File: src/rtl/serial_pattern_tx_if.sv
// Bundle between a pattern source and the serial transmitter: request/cancel,
// the word to send with its repeat count, and the registered serial outputs.
interface serial_pattern_tx_if #(
  parameter int WIDTH = 8,
  parameter int CNT_W = 4
);
  logic             start;
  logic             abort;
  logic [WIDTH-1:0] data;
  logic [CNT_W-1:0] reps;
  logic             dout;
  logic             busy;
  logic             done;

  modport master (
    output start, abort, data, reps,
    input  dout, busy, done
  );

  modport slave (
    input  start, abort, data, reps,
    output dout, busy, done
  );
endinterface

File: src/rtl/serial_pattern_tx.sv
// MSB-first serial pattern transmitter with back-to-back word repeats; first bit one cycle
// after the accepting edge, start is ignored while busy (no queueing), abort cancels at once.
module serial_pattern_tx #(
  parameter int WIDTH = 8,
  parameter int CNT_W = 4
) (
  input  logic                clk,
  input  logic                rst,
  serial_pattern_tx_if.slave  bus
);
  localparam int BW = $clog2(WIDTH);

  localparam logic [BW-1:0]    BIT_LAST = BW'(WIDTH - 1);
  localparam logic [BW-1:0]    BIT_ONE  = 1;
  localparam logic [CNT_W-1:0] REP_ONE  = 1;

  // One-hot encoding so any corrupted value lands in the recovery branch.
  typedef enum logic [1:0] {
    IDLE  = 2'b01,
    SHIFT = 2'b10
  } state_e;

  state_e           state_q, state_d;
  logic [WIDTH-1:0] shift_q, shift_d;
  logic [WIDTH-1:0] word_q, word_d;
  logic [BW-1:0]    bit_cnt_q, bit_cnt_d;
  logic [CNT_W-1:0] rep_cnt_q, rep_cnt_d;
  logic             dout_q, dout_d;
  logic             busy_q, busy_d;
  logic             done_q, done_d;

  always_ff @(posedge clk or posedge rst) begin
    if (rst) begin
      state_q   <= IDLE;
      shift_q   <= '0;
      word_q    <= '0;
      bit_cnt_q <= '0;
      rep_cnt_q <= '0;
      dout_q    <= 1'b1;
      busy_q    <= 1'b0;
      done_q    <= 1'b0;
    end else begin
      state_q   <= state_d;
      shift_q   <= shift_d;
      word_q    <= word_d;
      bit_cnt_q <= bit_cnt_d;
      rep_cnt_q <= rep_cnt_d;
      dout_q    <= dout_d;
      busy_q    <= busy_d;
      done_q    <= done_d;
    end
  end

  // shift_q holds the bits still to go out after the one currently on dout.
  always_comb begin
    state_d   = state_q;
    shift_d   = shift_q;
    word_d    = word_q;
    bit_cnt_d = bit_cnt_q;
    rep_cnt_d = rep_cnt_q;
    dout_d    = 1'b1;
    busy_d    = 1'b0;
    done_d    = 1'b0;

    case (state_q)
      IDLE: begin
        if (bus.start) begin
          word_d    = bus.data;
          shift_d   = {bus.data[WIDTH-2:0], 1'b0};
          bit_cnt_d = BIT_LAST;
          rep_cnt_d = bus.reps;
          dout_d    = bus.data[WIDTH-1];
          busy_d    = 1'b1;
          state_d   = SHIFT;
        end
      end

      SHIFT: begin
        if (bus.abort) begin
          state_d = IDLE;
        end else if (bit_cnt_q == '0) begin
          if (rep_cnt_q != '0) begin
            shift_d   = {word_q[WIDTH-2:0], 1'b0};
            bit_cnt_d = BIT_LAST;
            rep_cnt_d = rep_cnt_q - REP_ONE;
            dout_d    = word_q[WIDTH-1];
            busy_d    = 1'b1;
          end else begin
            done_d  = 1'b1;
            state_d = IDLE;
          end
        end else begin
          shift_d   = {shift_q[WIDTH-2:0], 1'b0};
          bit_cnt_d = bit_cnt_q - BIT_ONE;
          dout_d    = shift_q[WIDTH-1];
          busy_d    = 1'b1;
        end
      end

      default: begin
        state_d = IDLE;
      end
    endcase
  end

  assign bus.dout = dout_q;
  assign bus.busy = busy_q;
  assign bus.done = done_q;

endmodule

File: src/flat_wrapper.sv
// flat-port wrapper written by rule: the top's interface ports become plain ports
module serial_pattern_tx_flat 
#(
  parameter int WIDTH = 8,
  parameter int CNT_W = 4
)
  (clk, rst, bus_start, bus_abort, bus_data, bus_reps, bus_dout, bus_busy, bus_done);
  serial_pattern_tx_if #(.WIDTH(WIDTH), .CNT_W(CNT_W)) bus_i ();
  input  logic clk;
  input  logic rst;
  input wire logic [$bits(bus_i.start)-1:0] bus_start;
  input wire logic [$bits(bus_i.abort)-1:0] bus_abort;
  input wire logic [$bits(bus_i.data)-1:0] bus_data;
  input wire logic [$bits(bus_i.reps)-1:0] bus_reps;
  output wire logic [$bits(bus_i.dout)-1:0] bus_dout;
  output wire logic [$bits(bus_i.busy)-1:0] bus_busy;
  output wire logic [$bits(bus_i.done)-1:0] bus_done;
  assign bus_i.start = bus_start;
  assign bus_i.abort = bus_abort;
  assign bus_i.data = bus_data;
  assign bus_i.reps = bus_reps;
  assign bus_dout = bus_i.dout;
  assign bus_busy = bus_i.busy;
  assign bus_done = bus_i.done;
  serial_pattern_tx #(.WIDTH(WIDTH), .CNT_W(CNT_W)) u_core (.clk(clk), .rst(rst), .bus(bus_i));
endmodule
File: config.mk
export PLATFORM = sky130hd
export DESIGN_NAME = serial_pattern_tx_flat
export DESIGN_NICKNAME = d
export VERILOG_FILES = /design/src/rtl/serial_pattern_tx_if.sv /design/src/rtl/serial_pattern_tx.sv /design/src/flat_wrapper.sv
export SDC_FILE = /design/constraint.sdc
export NUM_CORES = 1
export LEC_CHECK = 0
export CAP_MARGIN = 30
export CORE_AREA = 2 2 55 57
export DETAILED_ROUTE_END_ITERATION = 8
export DIE_AREA = 0 0 57 59
export GPL_TIMING_DRIVEN = 1
export PLACE_DENSITY = 0.75
export SLEW_MARGIN = 20
export SYNTH_ARGS = -nofsm -noshare
export SYNTH_HDL_FRONTEND = slang
export SYNTH_SLANG_ARGS = --single-unit
export TNS_END_PERCENT = 5
File: constraint.sdc
create_clock -name clk -period 2.3 [get_ports clk]
set_clock_uncertainty 0.05 [all_clocks]
set_input_delay 0.46 -clock clk [delete_from_list [all_inputs] [get_ports clk]]
set_output_delay 0.46 -clock clk [all_outputs]
set_load 0.05 [all_outputs]
======== Word-level counts from Yosys, hierarchy flattened ========
Index checks and enable logic that the tools add are counted.
word-level totals
  input port bits ......................... 16
  output and inout port bits .............. 3
  register bits ........................... 28
  logic and storage cells ................. 60
operators by class
  mux-type cells .......................... 34
  reductions and logical operators ........ 7
  add/sub/neg operators ................... 2
  equal/unequal tests ..................... 9
operator list
  kind                                                   number
  2-to-1 mux 8 bit                                       4
  2-to-1 mux 4 bit                                       4
  one-hot mux 8 bit (2 select lines)                     1
  2-to-1 mux 1 bit                                       12
  2-to-1 mux 3 bit                                       4
  2-to-1 mux 2 bit                                       4
  one-hot mux 4 bit (2 select lines)                     1
  inequality test 3 bit, second input constant           2
  one-hot mux 3 bit (2 select lines)                     1
  AND reduction 5 bit                                    1
  inequality test 2 x 1 -> 1 bit, second input constant  2
  inequality test 2 bit, second input constant           2
  one-hot mux 1 bit (2 select lines)                     2
  one-hot mux 2 bit (2 select lines)                     1
  AND reduction 4 bit                                    1
  nonzero test 4 bit                                     1
  subtractor 4 x 1 -> 4 bit, second input constant       1
  zero test 3 bit                                        1
  inequality test 3 x 2 -> 1 bit, second input constant  1
  AND reduction 3 bit                                    1
  subtractor 3 x 1 -> 3 bit, second input constant       1
  == test 2 x 1 -> 1 bit, second input constant          1
  == test 2 bit, second input constant                   1
  AND reduction 2 bit                                    1
  nonzero test 2 bit                                     1

======== Longest topological paths before layout ========
  depth after elaboration ................. 5
  mapped depth ............................ 7
  gate-level depth less buffers ........... 6

======== Worst setup path after synthesis ========
OpenSTA, ideal clock, no wires.
  kind .................................... reg-to-reg
  start point ............................. reg u_core.state_q[0]
  end point ............................... reg u_core.shift_q[2]
  slack ................................... 0.563 ns
  stages on the path, launching flop included .. 8
  data required time ...................... 2.122 ns
  buffers on the path ..................... 2
  setup time .............................. 0.128 ns
  arrival ................................. 1.559 ns
  clock period less this slack ............ 1.737 ns
  path through ............................ dfstp_2 > inv_1 > ha_1 > buf_2 > clkbuf_1 > and3_1 > a221oi_1 > o2bb2ai_1
on the way
  word-level cells in the longest chain between the ends .. 3
  elaborated cells between the ends (all ways) .. 8
  those cells by class .................... eq/ne: 5; mux: 1; reduce/logical: 2
RTL lines
  what                                                                  RTL line                 RTL
  from (decl)                                                           serial_pattern_tx.sv:23  state_e state_q, state_d;
  from (signal assigned)                                                serial_pattern_tx.sv:43  state_q <= state_d;
  == test 2 bit or == test 2 x 1 -> 1 bit (tied branches)               serial_pattern_tx.sv:65  case (state_q)
  inequality test 3 bit (no source line), or another cell as far along  --
  AND reduction 4 bit (no source line)                                  --
  to (signal assigned)                                                  serial_pattern_tx.sv:44  shift_q <= shift_d;
  to (decl)                                                             serial_pattern_tx.sv:24  logic [WIDTH-1:0] shift_q, shift_d;
Parallel ways exist; a longest one is shown, timed or not.
A chain may end at the register's enable or synchronous reset.

======== Worst setup path after layout ========
  start point ............................. reg u_core.dout_q (netlist: u_core.bus.dout)
  end point ............................... out bus_dout
RTL lines
  what                    RTL line                 RTL
  from (decl)             serial_pattern_tx.sv:28  logic dout_q, dout_d;
  from (signal assigned)  serial_pattern_tx.sv:48  dout_q <= dout_d;
  to (decl)               flat_wrapper.sv:15       output wire logic [$bits(bus_i.dout)-1:0] bus_dout;
No word-level cell between the ends.

==> metrics.md <==
| Metric | Value |
|---|---|
| Number of library cell types mapped by synthesis | 34 |
| Worst slew pin tran | 0.567 ns |
| GP Congestion | 0.732 |
| Vias per std cell | 6.08 |
| PostCTS Resize Cnt | 0 |
| Sw power | 810 uW |
| Post-synthesis async set-or-reset flop share | 1.00 |
| Synth Area in Adders | 0.0446 |
| Sequential-to-total area share from yosys stat | 0.483 |
| Reg2reg setup slack | 0.24 ns |
| # nets final | 173 |
| Peak VDD IR | 0.917 mV |
| Clock transition at path regs | 0.15 ns |
| DIE HEIGHT | 59 um |
| R2R depth | 7 |
| CP Data Arrival Time | 1.67 ns |
| Power density over the cells | 1200 nW/um2 |
| Number of global-route vias before repair | 1,195 |
| Clock latency on the worst-skew pair | 0.32 ns |
| Number of H-tree levels | 1 |
| Max_slew headroom | 0.622 |
| Via count | 1,107 |
| Crit path depth | 1 |
| Max-cap viol count | 0 |
| Root Buffer | clkbuf_4 |
| WL/cell | 16.7 um |
| Row Count | 19 |
| Synth-to-Final Area Change | 18.1% |
| CP startpoint kind | register |
| CTS Buf Count | 3 |
| Grt ovf | 0 |
| Die Wd | 57 um |
| Post-synth EDFFs | 0 |
| Worst EP required | 1.79 ns |
| Critical setup path kind | register to output port |
| Post-Synth Simple-Gate Area | 0.127 |
| Yosys reg bits | 27 |
| Commonest cells post-synth | dfrtp_1 (25), a21oi_1 (9), inv_1 (8), mux2_1 (8), o2bb2ai_1 (7) |
| Comb power frac | 0.483 |
| First-pass DRT Iterations | 4 |
| HPWL after DPL | 2210 um |
| GRT Total Usage | 0.205 |
| Initial DRC count | 59 |
| Post-CTS Hold Buffers | 0 |
| Dpl ws | 0.249 ns |
| Worst Setup EP | bus_dout |
| Status | completed |
| RSZ-0062 raised after global routing | no |
| Fin. max-slew vios | 0 |
| Synthesized cell area | 1400 um2 |
| HP Class | input pin to async pin |
| Reg-to-Reg Start | u_core.state_q[0] |
| Cell Chain, Critical Path | clkdlybuf4s50_1 |
| CTS tree | built |
| Top-count cell post-synth | dfrtp_1 |
| Die ar. | 3360 um2 |
| Ant. Diodes | 0 |
| Core box area | 2710 um2 |
| Ports | 19 |
| Largest net degree at the start of global routing | 28 |
| Reg power frac | 0.411 |
| Fmax | 0.459 GHz |
| Synth Area in Compound Gates | 0.221 |
| Largest family of logic cells by synthesized area | compound AO/OA/AOI/OAI gates |
| Post-route ant nets | 0 |
| Crit-path max FO | 1 |
| Clock tree sinks | 27 |
| First-pass GRT wire length | 5350 um |
| Worst Path Buf+Inv | 1 |
| Syn Nets | 151 |
| Post-synthesis mux area share | 0.0785 |
| Final setup margin | 0.121 ns |
| Final setup TNS | 0 ns |
| Postcts setup bufs | 0 |
| Layout cell share with drive strength beyond 1 | 0.119 |
| Slowest-stage cell, CP | clkdlybuf4s50_1 |
| Area leader, netlist | dfrtp_1 |
| Min cycle time layout | 2.18 ns |
| Warnings from Yosys | 0 |
| Initial antenna violation count | 0 |
| Cell-internal power | 1.18 mW |
| Mapped Cells | 130 |
| Final Hold Viols | 0 |
| Critical path's largest stage delay | 0.79 ns |
| Synth Area in XOR/XNOR | 0 |
| PortBufs | 18 |
| Final wirelength | 3030 um |
| Clock tree buffer depth | 2 |
| Clock share of power | 0.106 |
| Setup violators final | 0 |
| CP delay by family, top | buffers and inverters |
| Top FF cell, synth | dfrtp_1 |
| Synth area leaders | dfrtp_1 (45%), mux2_1 (6.4%), ha_1 (4.5%), o2bb2ai_1 (4.4%), dfstp_2 (3.7%) |
| R2r endpoint | u_core.shift_q[5] |
| Leakage power | 0.712 nW |
| Critical path origin | u_core.bus.dout |
| Mean post-synth cell area | 10.8 um2 |
| DRC errors left | 0 |
| Starting Density | 0.518 |
| CP Capture Type | output port |
| Sw Ratio | 0.408 |
| Fin crit share | 0.947 |
| Yosys top cell area share | 0.446 |
==> routing by layer <==
metal,up-vias,global-route usage,wire [um]
li1,523,-,-
met3,4,0.0480,86
met1,554,0.247,1350
met5,-,0,0
met2,26,0.368,1570
met4,0,0.0598,26
==> stage by stage <==
step / power (mW) / util / cells / area (um2) / hold WS, ns
floorplan: 1.51 / - / 130 / 1400 / 0.398
global placement: 1.72 / 0.601 / 178 / 1630 / 0.413
detailed placement: 1.79 / 0.601 / 178 / 1630 / 0.418
CTS: 1.99 / 0.611 / 182 / 1660 / 0.424
global route: 2.14 / 0.611 / 182 / 1660 / 0.460
finish: 1.99 / 0.611 / 182 / 1660 / 0.420
==> cell usage in the layout (no fill, tap or decap), types with 2 or more instances in the layout <==
cell and instances:
o2bb2ai_1 7, ha_1 5, a221oi_1 6, nor2b_1 2, o21ai_1 5, a21oi_1 9
a31oi_1 2, o21ai_0 4, dfstp_2 2, mux2_1 8, inv_2 3, nand2b_1 4
nand2_1 5, clkbuf_4 3, mux2i_1 2, inv_1 8, clkdlybuf4s50_1 18, a22oi_1 3
buf_4 4, nor3_1 2, nand3_1 5, dfrtp_1 25, and3_1 6
==> how the worst min path moves through the flow <==
stage                 startpoint             endpoint  slack (ns)  depth (start not counted)
2_1_floorplan  u_core.shift_q[1]    u_core.shift_q[1]        0.40                          1
3_3_place_gp   u_core.shift_q[3]    u_core.shift_q[3]        0.41                          1
3_5_place_dp   u_core.shift_q[1]    u_core.shift_q[1]        0.42                          1
4_1_cts                      rst     u_core.word_q[0]        0.42                          3
5_1_grt                      rst  u_core.rep_cnt_q[1]        0.46                          3
6_report                     rst    u_core.shift_q[2]        0.42                          3
==> flip-flops by register name, indices dropped and copies added, names as in the netlist <==
| name | count |
|---|---|
| u_core.state_q | 2 |
| u_core.bit_cnt_q | 3 |
| u_core.bus.busy | 1 |
| u_core.rep_cnt_q | 4 |
| u_core.bus.done | 1 |
| u_core.shift_q | 7 |
| u_core.bus.dout | 1 |
| u_core.word_q | 8 |
==> final cells by class <==
cell class | instances | area [um2]
Clock buffer | 3 | 22.5
Clock inverter | 1 | 5.00
Fill cell | 235 | 1050
Tap cell | 31 | 38.8
Timing Repair Buffer | 22 | 210
Sequential cell | 27 | 678
Inverter | 11 | 41.3
Multi-Input combinational cell | 87 | 661
==> cell families (layout without fill, tap and decap cells) <==
| logic type | Yosys count | in the layout |
|---|---|---|
| AOI/OAI and AO/OA | 43 | 43 |
| and+or+nand+nor | 29 | 29 |
| DFF | 27 | 27 |
| buffers and inverters | 16 | 37 |
| muxes | 10 | 10 |
| adders and majority gates | 5 | 5 |
==> power by group through the flow <==
| stage | registers [mW] | logic, mW | clock network, mW |
|---|---|---|---|
| 6_report | 0.816 | 0.960 | 0.211 |
| 5_1_grt | 0.840 | 1.07 | 0.237 |
| 4_1_cts | 0.815 | 0.961 | 0.216 |
| 3_5_place_dp | 0.826 | 0.960 | 0 |
| 3_3_place_gp | 0.817 | 0.905 | 0 |
| 2_1_floorplan | 0.854 | 0.651 | 0 |
No activity file was read; power rests on OpenSTA's default activity.
